===== config.mk =====
export PLATFORM = sky130hd
export DESIGN_NAME = rr_arb4_dec_flat
export DESIGN_NICKNAME = d
export VERILOG_FILES = /design/src/rtl/rr_arb4_dec_if.sv /design/src/rtl/rr_arb4_dec.sv /design/src/flat_wrapper.sv
export SDC_FILE = /design/constraint.sdc
export NUM_CORES = 1
export LEC_CHECK = 0
export ABC_CLOCK_PERIOD_IN_PS = 1820
export CORE_MARGIN = 2
export CORE_UTILIZATION = 25
export CTS_CLUSTER_DIAMETER = 100
export CTS_CLUSTER_SIZE = 14
export DETAILED_ROUTE_END_ITERATION = 7
export SYNTH_ARGS = -nofsm -noshare
export SYNTH_HDL_FRONTEND = slang
export SYNTH_SLANG_ARGS = --single-unit

===== constraint.sdc =====
create_clock -name clk -period 1.82 [get_ports clk]
set_clock_uncertainty 0.05 [all_clocks]
set_input_delay 0.273 -clock clk [delete_from_list [all_inputs] [get_ports clk]]
set_output_delay 0.273 -clock clk [all_outputs]
set_load 0.01 [all_outputs]

===== src/rtl/rr_arb4_dec_if.sv =====
// rr_arb4_dec_if: request/grant bundle between requesters and the rr_arb4_dec arbiter
interface rr_arb4_dec_if;
    logic       en;
    logic [3:0] req;
    logic [3:0] gnt_n;
    logic [1:0] gnt_idx;
    logic       gnt_vld;
    logic       hold_tmo;

    modport master (output en, req, input gnt_n, gnt_idx, gnt_vld, hold_tmo);
    modport slave  (input en, req, output gnt_n, gnt_idx, gnt_vld, hold_tmo);
endinterface


===== src/rtl/rr_arb4_dec.sv =====
// rr_arb4_dec: 4-way round-robin arbiter with active-low one-cold grant, bounded hold and dead cycle
module rr_arb4_dec #(
    parameter int MAX_HOLD = 8,
    parameter int CNT_W    = 4
) (
    input  logic          clk,
    input  logic          rst_n,
    rr_arb4_dec_if.slave  arb
);
    typedef enum logic {IDLE, GRANT} state_t;

    state_t             state_q, state_d;
    logic [1:0]         ptr_q, ptr_d;
    logic [1:0]         idx_q, idx_d;
    logic [CNT_W-1:0]   cnt_q, cnt_d;
    logic [3:0]         gnt_n_q, gnt_n_d;
    logic               tmo_q, tmo_d;
    logic [1:0]         win;
    logic               rel, expire;

    // First set request at or after p, wrapping mod 4
    function automatic logic [1:0] pick(input logic [3:0] r, input logic [1:0] p);
        logic [1:0] w, j;
        w = p;
        for (int k = 3; k >= 0; k--) begin
            j = p + 2'(k);
            if (r[j]) w = j;
        end
        return w;
    endfunction

    assign win    = pick(arb.req, ptr_q);
    assign rel    = !arb.req[idx_q];
    assign expire = cnt_q == CNT_W'(MAX_HOLD - 1);

    always_comb begin
        state_d = state_q;
        ptr_d   = ptr_q;
        idx_d   = idx_q;
        cnt_d   = cnt_q;
        gnt_n_d = 4'hF;
        tmo_d   = 1'b0;
        if (state_q == IDLE) begin
            if (arb.en && |arb.req) begin
                state_d = GRANT;
                idx_d   = win;
                gnt_n_d = ~(4'b0001 << win);
                cnt_d   = '0;
            end
        end else if (!arb.en || rel || expire) begin
            state_d = IDLE;
            ptr_d   = idx_q + 2'd1;
            tmo_d   = arb.en && !rel;
        end else begin
            gnt_n_d = gnt_n_q;
            cnt_d   = cnt_q + CNT_W'(1);
        end
    end

    always_ff @(posedge clk or negedge rst_n) begin
        if (!rst_n) begin
            state_q <= IDLE;
            ptr_q   <= '0;
            idx_q   <= '0;
            cnt_q   <= '0;
            gnt_n_q <= 4'hF;
            tmo_q   <= 1'b0;
        end else begin
            state_q <= state_d;
            ptr_q   <= ptr_d;
            idx_q   <= idx_d;
            cnt_q   <= cnt_d;
            gnt_n_q <= gnt_n_d;
            tmo_q   <= tmo_d;
        end
    end

    assign arb.gnt_n    = gnt_n_q;
    assign arb.gnt_idx  = idx_q;
    assign arb.gnt_vld  = ~&gnt_n_q;
    assign arb.hold_tmo = tmo_q;
endmodule


===== src/flat_wrapper.sv =====
// flat-port wrapper written by rule: the top's interface ports become plain ports
module rr_arb4_dec_flat 
#(
    parameter int MAX_HOLD = 8,
    parameter int CNT_W    = 4
)
  (clk, rst_n, arb_en, arb_req, arb_gnt_n, arb_gnt_idx, arb_gnt_vld, arb_hold_tmo);
  rr_arb4_dec_if arb_i ();
  input  logic clk;
  input  logic rst_n;
  input wire logic [$bits(arb_i.en)-1:0] arb_en;
  input wire logic [$bits(arb_i.req)-1:0] arb_req;
  output wire logic [$bits(arb_i.gnt_n)-1:0] arb_gnt_n;
  output wire logic [$bits(arb_i.gnt_idx)-1:0] arb_gnt_idx;
  output wire logic [$bits(arb_i.gnt_vld)-1:0] arb_gnt_vld;
  output wire logic [$bits(arb_i.hold_tmo)-1:0] arb_hold_tmo;
  assign arb_i.en = arb_en;
  assign arb_i.req = arb_req;
  assign arb_gnt_n = arb_i.gnt_n;
  assign arb_gnt_idx = arb_i.gnt_idx;
  assign arb_gnt_vld = arb_i.gnt_vld;
  assign arb_hold_tmo = arb_i.hold_tmo;
  rr_arb4_dec #(.MAX_HOLD(MAX_HOLD), .CNT_W(CNT_W)) u_core (.clk(clk), .rst_n(rst_n), .arb(arb_i));
endmodule

======== Word-level counts from Yosys, hierarchy flattened ========
Cells that the tools add are included.
word-level totals
  flip-flop bits (word level) ............. 14
  bits of input ports ..................... 7
  output and inout port bits .............. 8
cells by class
  add/sub/neg operators ................... 5
  magnitude comparators ................... 5
  eq/ne operators ......................... 3
  shifts and indexed selects .............. 1
  multiplexer cells ....................... 25
  bitwise gates (word level) .............. 2
  reductions and logical operators ........ 13
operators with widths
  cell                                                         count
  2-to-1 mux 4 bit                                             6
  less-than comparator 2 x 3 -> 1 bit (second input constant)  5
  binary-select mux 1 bit (select 2 bit)                       5
  2-to-1 mux 1 bit                                             10
  2-to-1 mux 2 bit                                             4
  AND reduction 2 bit                                          3
  adder 2 x 1 -> 2 bit (second input constant)                 2
  adder 2 bit (second input constant)                          2
  adder 4 x 1 -> 4 bit (second input constant)                 1
  == test 4 x 3 -> 1 bit (second input constant)               1
  inequality test 2 bit (second input constant)                2
  NOT 4 bit                                                    1
  AND reduction 4 bit                                          1
  OR reduction 4 bit                                           1
  << shifter 1 x 2 -> 4 bit (first input constant)             1
  zero test 1 bit                                              3
  logical AND 1 bit                                            2
  logical OR 1 bit                                             2
  nonzero test 2 bit                                           1
  NOT 1 bit                                                    1

======== Longest topological paths before layout ========
  word-level depth ........................ 11
  depth in mapped cells ................... 6

======== Worst setup path after synthesis ========
OpenSTA, ideal clock, no wires.
  kind .................................... register to register
  start ................................... register u_core.idx_q[1] (netlist: u_core.arb.gnt_idx[1])
  end ..................................... register u_core.cnt_q[2]
  library setup time ...................... 0.080 ns
  data arrival time ....................... 1.476 ns
  path slack .............................. 0.214 ns
  cell stages (with the launch flop) ...... 5
  buffers on the path ..................... 0
  period minus slack after synthesis ...... 1.606 ns
  cell sequence ........................... dfrtp_1 > mux4_2 > and3_4 > and4_4 > nor3_2
on the way
  cells in the longest elaborated chain, start to end .. 7
RTL lines
  item                                    line               RTL
  start: declaration                      rr_arb4_dec.sv:14  logic [1:0] idx_q, idx_d;
  start signal: assignment                rr_arb4_dec.sv:71  idx_q <= idx_d;
  binary-select mux 1 bit (select 2 bit)  rr_arb4_dec.sv:33  assign rel = !arb.req[idx_q];
  2-to-1 mux 1 bit (not written as such)  rr_arb4_dec.sv:33
  zero test 1 bit                         rr_arb4_dec.sv:33
  logical OR 1 bit (2 in series)          rr_arb4_dec.sv:50  end else if (!arb.en || rel || expire) begin
  inequality test 2 bit (no line)         -
  AND reduction 2 bit (no line)           -
  end signal: assignment                  rr_arb4_dec.sv:72  cnt_q <= cnt_d;
  end: declaration                        rr_arb4_dec.sv:15  logic [CNT_W-1:0] cnt_q, cnt_d;
No other way between the ends. The select of a mux whose other input is x is not followed.
A chain may end at the register's enable or synchronous reset.

======== Worst setup path in the final report ========
  start ................................... register u_core.gnt_n_q[2] (netlist: u_core.arb.gnt_n[2])
  end ..................................... output arb_gnt_vld
on the way
  cells in the longest elaborated chain, start to end .. 2
RTL lines
  item                      line                RTL
  start: declaration        rr_arb4_dec.sv:16   logic [3:0] gnt_n_q, gnt_n_d;
  start signal: assignment  rr_arb4_dec.sv:73   gnt_n_q <= gnt_n_d;
  AND reduction 4 bit       rr_arb4_dec.sv:80   assign arb.gnt_vld = ~&gnt_n_q;
  zero test 1 bit           rr_arb4_dec.sv:80
  end: declaration          flat_wrapper.sv:15  output wire logic [$bits(arb_i.gnt_vld)-1:0] arb_gnt_vld;
No other way between the ends.

==> metrics.md <==
| Metric | Value |
|---|---|
| Initial antenna violation count | 0 |
| Final WL | 1.534 mm |
| Relative slew slack | 60.73% |
| Critical Path Fanout Max | 3 |
| Flops & latches, synth | 14 |
| Syn nets | 79 |
| Area leader, netlist | dfrtp_1 |
| Routed wire length on met2 | 709 um |
| Final Setup Violations | 0 |
| Final Util | 37.07% |
| Max-slew violations | 0 |
| DR top layer | met4 |
| Post-route DRC | 0 |
| H-Tree Depth | 1 |
| DIE WIDTH | 58.39 um |
| Final worst slack | 91.36 ps |
| Slowest stage delay, CP | roughly 550 ps |
| Clk Latency, worst-skew pair | between 200 and 300 ps |
| Setup WS pre-CTS | -141.4 ps |
| Worst setup startpoint | u_core.arb.gnt_n[2] |
| Kind of cell adding the most delay to the critical path | flip-flops |
| WL/cell | 11.89 um |
| Ys async rst share | 100.0% |
| Synthesized cell area | around 740 um2 |
| Grt ovf | 0 |
| Initial DRC Count | 2 |
| Slowest cell on the critical path | dfstp_2 |
| CP Class | reg2out |
| Via count | about 620 |
| IO Pins | 15 |
| CP bufs+invs | 1 |
| WP depth | 2 |
| Final period util | 94.98% |
| Reg2reg start | u_core.arb.gnt_idx[1] |
| IO buf count | 14 |
| Full die area | 0.003409 mm2 |
| Multi-input gate area | 374.1 um2 |
| DR vias/cell | 4.837 |
| Number of diodes | 0 |
| VDD IR max | 598.7 uV |
| Vias in the first global route | 628 |
| Seq/Total Area, Yosys | 48.05% |
| Layout fillers | 275 |
| First-pass GRT wire length | roughly 2.8 mm |
| CTS clock-pin slew for the worst setup and hold paths | approximately 80 ps |
| DRT antenna net count | 0 |
| Cells after Synth | 71 |
| Root Buffer | clkbuf_4 |
| Worst-path cell chain | nand4_1 -> clkdlybuf4s50_1 |
| Share of layout cells above drive strength 1 | 26.53% |
| Synth unique cells | 33 |
| Met1 Wirelength | 750 um |
| Syn-to-layout area delta | 39.42% |
| Setup slack, reg-to-reg | 180 ps |
| Area contributors post-synth | dfrtp_1 (34%), dfstp_2 (14%), a21oi_1 (6.1%), o22a_1 (4.7%), and3_4 (3.0%) |
| FF-to-FF path depth | 4 |
| Worst slew pin tran | 587.2 ps |
| Fmax achieved | 578.5 MHz |
| Hpwl dp | 1.239 mm |
| Number of flops mapped to enable cells by yosys | 0 |
| RSZ-0062 raised after global routing | no |
| Met3 WL | 62 um |
| Row count | 19 |
| Die height | 58.39 um |
| Crit end category | output pin |
| Worst Hold Class | in2async |
| Register Area | 355.3 um2 |
| WP data required | 1500 ps |
| Core area | around 0.0028 mm2 |
| Clock Path Buffers | 2 |
| Crit start category | flip-flop |
| Post CTS Setup Buffer Count | 0 |
| Tot GR Track Use | between 10% and 20% |
| Synth top area share | between 30% and 40% |
| Num CTS Buffers | 3 |
| Nets | 107 |
| Ys Warns | 0 |
| Critical Path Sink | arb_gnt_vld |
| Crit path DAT | 1410 ps |
| Main synth FF type | dfrtp_1 |
| Sink Count | 14 |
| Final Hold Vio Count | 0 |
| Worst hold slack | 320.3 ps |
| Cell area power density | 1167 mW/mm2 |
| Max-Cap Viols | 0 |
| Leak pwr | approximately 0.43 nW |
| Largest net degree at the start of global routing | 15 |
| Minimum clock period | 1729 ps |
| GPL Wtd Cong | 0.8334 |
| TritonCTS clock tree | done |
| Status | complete, no violations |
| Reg2reg end | u_core.cnt_q[2] |
| Initial cell density of the core | 26.59% |
| Router iterations before antenna repair | 3 |
| Syn Area/Cell | ~10 um2 |
## repair_timing
| action | in CTS | in global routing |
|---|---|---|
| hold buffers | 0 | 0 |
| endpoints found under the setup margin | 0 | 2 |
| gates resized for setup | 0 | 1 |
## routing by layer
layer,vias to the layer above,track usage (%)
met1,290,13.44
met4,0,2.990
met2,11,16.85
li1,321,-
met5,-,0
met3,2,3.516
## placed cells by master (no fill, tap or decap), types with 2 or more instances in the layout
master / netlist / final
nand2b_1: 3 / 3
clkdlybuf4s50_1: 0 / 14
dfrtp_1: 10 / 10
buf_4: 0 / 10
o22a_1: 4 / 4
nand3_1: 3 / 3
a21oi_1: 9 / 9
nand4_1: 2 / 2
dfstp_2: 4 / 4
nand2_1: 2 / 2
and3_4: 2 / 2
clkbuf_4: 0 / 3
nor2_1: 4 / 4
o31ai_1: 2 / 2
inv_1: 3 / 3
o21ai_0: 3 / 3
## synthesized netlist by cell type, types with 2 or more instances
master    count
nor2_1        4
o21ai_0       3
nand2b_1      3
nand4_1       2
nand2_1       2
nand3_1       3
inv_1         3
dfrtp_1      10
dfstp_2       4
o31ai_1       2
and3_4        2
a21oi_1       9
o22a_1        4
## stage by stage
step	power, mW	cells	cell area (um2)	TNS, ps
floorplan	0.7614	71	739.5	0
global placement	0.9901	125	988.4	-746.1
detailed placement	0.9944	125	988.4	-1201
CTS	1.218	129	1025	0
global route	1.302	129	1031	0
finish	1.204	129	1031	0
## flip-flops by register name (all words and copies together), names as in the netlist
register / cells
u_core.arb.hold_tmo: 1
u_core.arb.gnt_idx: 2
u_core.arb.gnt_n: 4
u_core.ptr_q: 2
u_core.state_q: 1
u_core.cnt_q: 4
## cell families after synthesis
| logic type | after synthesis | synth area share, % |
|---|---|---|
| buf+inv | 4 | 2.199 |
| mux | 1 | 3.045 |
| simple gates | 26 | 23.18 |
| fa+ha+maj | 1 | 1.692 |
| flops | 14 | 48.05 |
| compound gates | 24 | 20.64 |
| xor+xnor | 1 | 1.185 |
## worst min path at each step
stage / start / endpoint / slack, ps
floorplan: rst_n / u_core.arb.gnt_idx[0] / -70
global placement: u_core.cnt_q[3] / u_core.cnt_q[3] / 450
detailed placement: u_core.arb.gnt_n[3] / u_core.arb.gnt_n[3] / 460
CTS: rst_n / u_core.arb.gnt_idx[1] / 330
global route: rst_n / u_core.cnt_q[0] / 370
finish: rst_n / u_core.arb.gnt_idx[0] / 320
## cell type report
type | instances | area share [%]
clock buffer | 4 | 3.519
inverter | 3 | 1.092
tap | 31 | 3.762
sequential | 14 | 34.47
multi-input combinational | 53 | 36.29
timing repair buffer | 24 | 20.87
## power breakdown
part           switching (mW)  internal, mW  leakage, nW
Combinational           0.208         0.278        0.242
Sequential             0.0981         0.406        0.169
Clock                  0.0929         0.121       0.0210
Total                   0.399         0.805        0.433
## worst reg2reg max path, cell delays in order (launching register included)
cell,delay [ps]
dfrtp_1,440
mux4_2,550
and3_4,210
and4_4,190
nor3_2,130
No activity file was read; power rests on OpenSTA's default activity.
